File: config.mk
export PLATFORM = sky130hd
export DESIGN_NAME = uart_tx_arbiter
export DESIGN_NICKNAME = d
export VERILOG_FILES = /design/src/rtl/uart_tx_arbiter.sv
export SDC_FILE = /design/constraint.sdc
export NUM_CORES = 1
export LEC_CHECK = 0
export CAP_MARGIN = 20
export CORE_MARGIN = 10
export CORE_UTILIZATION = 47
export DETAILED_ROUTE_END_ITERATION = 8
export PLACE_DENSITY = 0.83
export SYNTH_ARGS = -nofsm -noshare
export SYNTH_HDL_FRONTEND = slang
export SYNTH_SLANG_ARGS = --single-unit
File: constraint.sdc
create_clock -name i_clk -period 2.68 [get_ports i_clk]
set_input_delay 0.536 -clock i_clk [delete_from_list [all_inputs] [get_ports i_clk]]
set_output_delay 0.536 -clock i_clk [all_outputs]
set_load 0.01 [all_outputs]
File: src/rtl/uart_tx_arbiter.sv
// uart_tx_arbiter: packet-locked round-robin arbiter feeding one UART TX.
// Optional build macro ARB_FIXED_PRIO_EN: fixed A-before-B tie-break in IDLE.
module uart_tx_arbiter #(
    parameter int DATA_W      = 8,
    parameter int TIMEOUT_CYC = 12000,
    parameter int CNT_W       = 14
) (
    input  logic              i_clk,
    input  logic              i_rst,
    input  logic [DATA_W-1:0] i_a_data,
    input  logic              i_a_valid,
    input  logic              i_a_last,
    output logic              o_a_ready,
    input  logic [DATA_W-1:0] i_b_data,
    input  logic              i_b_valid,
    input  logic              i_b_last,
    output logic              o_b_ready,
    output logic [DATA_W-1:0] o_data,
    output logic              o_valid,
    input  logic              i_ready,
    output logic [1:0]        o_grant,
    output logic              o_timeout
);

    typedef enum logic [1:0] {
        IDLE  = 2'd0,
        GNT_A = 2'd1,
        GNT_B = 2'd2
    } state_t;

    localparam logic [CNT_W-1:0] TO_MAX = CNT_W'(TIMEOUT_CYC - 1);

    state_t           state_q, state_d;
    logic             last_b_q, last_b_d;
    logic [CNT_W-1:0] cnt_q, cnt_d;
    logic             timeout_q, timeout_d;

    logic             g_valid;
    logic             g_last;

    assign g_valid   = (state_q == GNT_A) ? i_a_valid : i_b_valid;
    assign g_last    = (state_q == GNT_A) ? i_a_last : i_b_last;
    assign o_timeout = timeout_q;

    // State, fairness pointer, stall counter and timeout pulse registers
    always_ff @(posedge i_clk or posedge i_rst) begin
        if (i_rst) begin
            state_q   <= IDLE;
            last_b_q  <= 1'b1;
            cnt_q     <= '0;
            timeout_q <= 1'b0;
        end else begin
            state_q   <= state_d;
            last_b_q  <= last_b_d;
            cnt_q     <= cnt_d;
            timeout_q <= timeout_d;
        end
    end

    // Next-state: packet locking, tie-break and stall timeout
    always_comb begin
        state_d   = state_q;
        last_b_d  = last_b_q;
        cnt_d     = '0;
        timeout_d = 1'b0;
        case (state_q)
            IDLE: begin
                if (i_a_valid && i_b_valid) begin
`ifdef ARB_FIXED_PRIO_EN
                    state_d = GNT_A;
`else
                    state_d = last_b_q ? GNT_A : GNT_B;
`endif
                end else if (i_a_valid) begin
                    state_d = GNT_A;
                end else if (i_b_valid) begin
                    state_d = GNT_B;
                end
            end
            GNT_A, GNT_B: begin
                if (g_valid && i_ready) begin
                    // a transfer always clears the stall counter
                    if (g_last) begin
                        state_d  = IDLE;
                        last_b_d = (state_q == GNT_B);
                    end
                end else if (!g_valid) begin
                    if (cnt_q == TO_MAX) begin
                        state_d   = IDLE;
                        last_b_d  = (state_q == GNT_B);
                        timeout_d = 1'b1;
                    end else begin
                        cnt_d = cnt_q + CNT_W'(1);
                    end
                end else begin
                    // UART backpressure: hold, never time out
                    cnt_d = cnt_q;
                end
            end
            default: state_d = IDLE;
        endcase
    end

    // Outputs: zero-latency pass-through of the granted port
    always_comb begin
        o_data    = '0;
        o_valid   = 1'b0;
        o_a_ready = 1'b0;
        o_b_ready = 1'b0;
        o_grant   = 2'b00;
        case (state_q)
            GNT_A: begin
                o_data    = i_a_data;
                o_valid   = i_a_valid;
                o_a_ready = i_ready;
                o_grant   = 2'b01;
            end
            GNT_B: begin
                o_data    = i_b_data;
                o_valid   = i_b_valid;
                o_b_ready = i_ready;
                o_grant   = 2'b10;
            end
            default: ;
        endcase
    end

endmodule

==> impl_metrics.tcl <==
set metrics [dict create \
    ir_drop_uv 702.9 \
    ys_seq_elements 18 \
    yosysUniqueCellTypes 40 \
    power_switching_mw 0.4704 \
    ys_seq_area_frac 0.3592 \
    crit_chain "inv_1, ha_4, a22oi_1, nor2b_1, clkdlybuf4s50_1" \
    cp-start-kind "flop" \
    p_int_mw 0.7497 \
    worstSetupPathType "flop to primary output" \
    setup_violations 0 \
    die_h_microns 71.73 \
    rows 18 \
    syn_inst 137 \
    reg2reg_slack_ns 0.49 \
    cp_top_family "buffers and inverters" \
    hp-class "flop to flop" \
    detail_route.wl_per_cell_microns 16.76 \
    syn_to_final_growth_pct 36.22 \
    cp_slowest_stage_delay_ns 0.56 \
    worstSetupEndpointType "primary output" \
    fin_worst_skew_ns 0.002235 \
    first_iter_violations 87 \
    io_pins 37 \
    grt_max_degree 19 \
    whs_path_depth 2 \
    worstPathArrival_ns 2.02 \
    cts_made_buffers 3 \
    cp_max_fo 12 \
    hold_violations 0 \
    antenna_left 0 \
    worstPathRequired_ns 2.14 \
    grt_pass1_wl_microns 5499 \
    grt_pass1_vias 1142 \
    cp_num_buf_inv 2 \
    globalplace.congestion 0.8489 \
    cts_tree "built" \
    finalWorstSetupSlack_ns 0.1225 \
    io_buffers 36 \
    slew_viol_final 0 \
    pwr_density_cell_nw_per_um2 712.3 \
    wl_microns 3386 \
    num_vias 1173 \
    grt_overflow 0 \
    rsz0062_at_grt "false" \
    r2r_start "cnt_q[0]$_DFFE_PP0P_" \
    synthFlopType "dfrtp_1" \
    clk_pin_slew_ns 0.10 \
    cts-root-buf "clkbuf_4" \
    layout.nets 203 \
    cts_num_sinks 18 \
    num_antenna_cells 0 \
    pre_cts_slack_ns 0.2616 \
    drt-vias-per-instance 5.807 \
    yosys_warnings 0 \
    worstHoldStart "last_b_q$_DFFE_PP1P_" \
    core_sq_um 2522 \
    cap_violations 0 \
    cp_slowest_cell "clkdlybuf4s50_1" \
    reg2reg_depth 5 \
    synth_edf_count 0 \
    avgSynthCellArea_sq_um 9.179 \
    p_leak_nw 0.6758 \
    min_period_ns 2.558 \
    multi_input_area_sq_um 804.5 \
    holdBufCountCts 0 \
    die_w_microns 71.73 \
    drive_gt1_frac 0.07558 \
    netlist_area_sq_um 1257 \
    register_area_sq_um 451.7 \
    syn-num-nets 167 \
    fmax_mhz 391.0 \
    switching_share 0.3856 \
    seqPwrFrac 0.278 \
    drc 0 \
    clk_path_buf_depth 2 \
    worst-slew-pin-transition_ns 0.6950 \
    fillCellCount 199 \
    r2r_end "state_q[0]$_DFFE_PP0P_" \
    fin_tns_setup_ns 0 \
    hold_path_end "last_b_q$_DFFE_PP1P_" \
    firstDrtPassIters 4 \
    fin_cells 202 \
    die-area_sq_um 5144 \
    initial_core_util 0.4985 \
    clk_latency_ns 0.29 \
    period_share 0.9543 \
    maxSlewHeadroom 0.5324 \
    hpwl_microns 2642 \
    cts_setup_buffers 0 \
    p_clk_frac 0.133 \
    ys_async_sr_fraction 1.000 \
    track_usage 0.1266 \
    combinationalPowerShare 0.589 \
    status "finished clean" \
    dp_cells 198 \
    ctsHtreeMaxLevel 1 \
    antenna_found_initial 0 \
]
[state kept, by name, summed over array words and instances, names as in the netlist]
register   count
o_timeout      1
state_q        2
last_b_q       1
cnt_q         14
[power by group through the flow]
stage          clock (mW)  combinational (mW)  sequential (mW)
4_1_cts             0.168               0.672            0.333
3_3_place_gp            0               0.647            0.334
5_1_grt             0.182               0.783            0.345
3_5_place_dp            0               0.664            0.337
6_report            0.162               0.719            0.339
2_1_floorplan           0               0.424            0.329
[cells by family after synthesis]
| group | after synthesis | share of synthesized area |
|---|---|---|
| DFF | 18 | 0.3592 |
| buffers and inverters | 10 | 0.03084 |
| muxes | 5 | 0.04080 |
| and+or+nand+nor | 57 | 0.2637 |
| xor gates and xnor gates | 7 | 0.04876 |
| AOI/OAI and AO/OA | 33 | 0.1871 |
| adders and majority gates | 7 | 0.06965 |
[layout by cell type, fill, tap and decap left out, types with 2 or more instances in the layout]
cell,Yosys,final
a21oi_1,4,4
a22oi_1,9,9
and2_1,4,4
and3_1,3,3
clkbuf_4,0,3
clkdlybuf4s50_1,0,36
dfrtp_1,17,17
ha_1,7,4
ha_4,0,3
inv_1,4,4
mux2i_1,4,4
nand2_1,8,8
nand2b_1,2,2
nand3_1,5,5
nand4_1,3,3
nor2_1,8,8
nor2b_1,9,9
nor3b_1,2,2
nor4_1,2,2
o2111ai_1,3,3
o211ai_1,4,4
o21ai_0,6,6
or3_1,4,4
xor2_1,6,6
[metrics by stage]
stage	hold WS (ns)	utilization	total power, mW	area (sq um)
6_report	0.5398	0.6791	1.220	1713
5_1_grt	0.5965	0.6791	1.310	1713
4_1_cts	0.5454	0.6662	1.174	1680
3_5_place_dp	0.5297	0.6498	1.001	1639
3_3_place_gp	0.5253	0.6498	0.9808	1639
2_1_floorplan	0.4738	-	0.7536	1257
[timing repair]
| item | CTS | global route |
|---|---|---|
| endpoints found under the hold margin | 0 | 0 |
| resized for setup | 2 | 4 |
| setup endpoints to repair | 7 | 9 |
[worst min-delay path, cell delays in order, from the launching register on]
cell,delay (ns)
dfstp_2,0.39
o211ai_1,0.07
nand3_1,0.08
[synthesized netlist by cell type, drive strengths merged, types with 5 or more instances]
| cell type | number | area share |
|---|---|---|
| clkbuf | 6 | 0.019 |
| xor2 | 6 | 0.042 |
| nand2 | 8 | 0.024 |
| ha | 7 | 0.070 |
| nand3 | 5 | 0.020 |
| nor2 | 8 | 0.024 |
| a22oi | 9 | 0.054 |
| nor2b | 9 | 0.045 |
| o21ai | 7 | 0.031 |
| dfrtp | 17 | 0.34 |
| or3 | 5 | 0.026 |
[worst max-delay path by stage]
stage | start | endpoint | depth (start not counted)
floorplan | cnt_q[12]$_DFFE_PP0P_ | state_q[0]$_DFFE_PP0P_ | 5
global placement | i_a_valid | o_valid | 4
detailed placement | i_a_valid | o_valid | 4
CTS | state_q[0]$_DFFE_PP0P_ | o_data[4] | 4
global route | state_q[0]$_DFFE_PP0P_ | o_data[0] | 5
finish | state_q[0]$_DFFE_PP0P_ | o_data[4] | 5
[area by class of cell]
type | instances | area share
multi-input combinational | 109 | 0.4697
sequential | 18 | 0.2637
timing repair buffer | 37 | 0.2148
tap | 30 | 0.02191
clock buffer | 4 | 0.02118
inverter | 4 | 0.008766
[per-layer routing]
metal | wire length, microns | share of wire | up-vias | global-route usage
met3 | 227 | 0.067 | 4 | 0.04132
met4 | 39 | 0.012 | 0 | 0.03656
met2 | 1697 | 0.50 | 32 | 0.2147
met5 | 0 | 0 | - | 0
met1 | 1422 | 0.42 | 560 | 0.1479
li1 | - | - | 577 | -
Note: power is estimated with default switching activity, not from simulation.
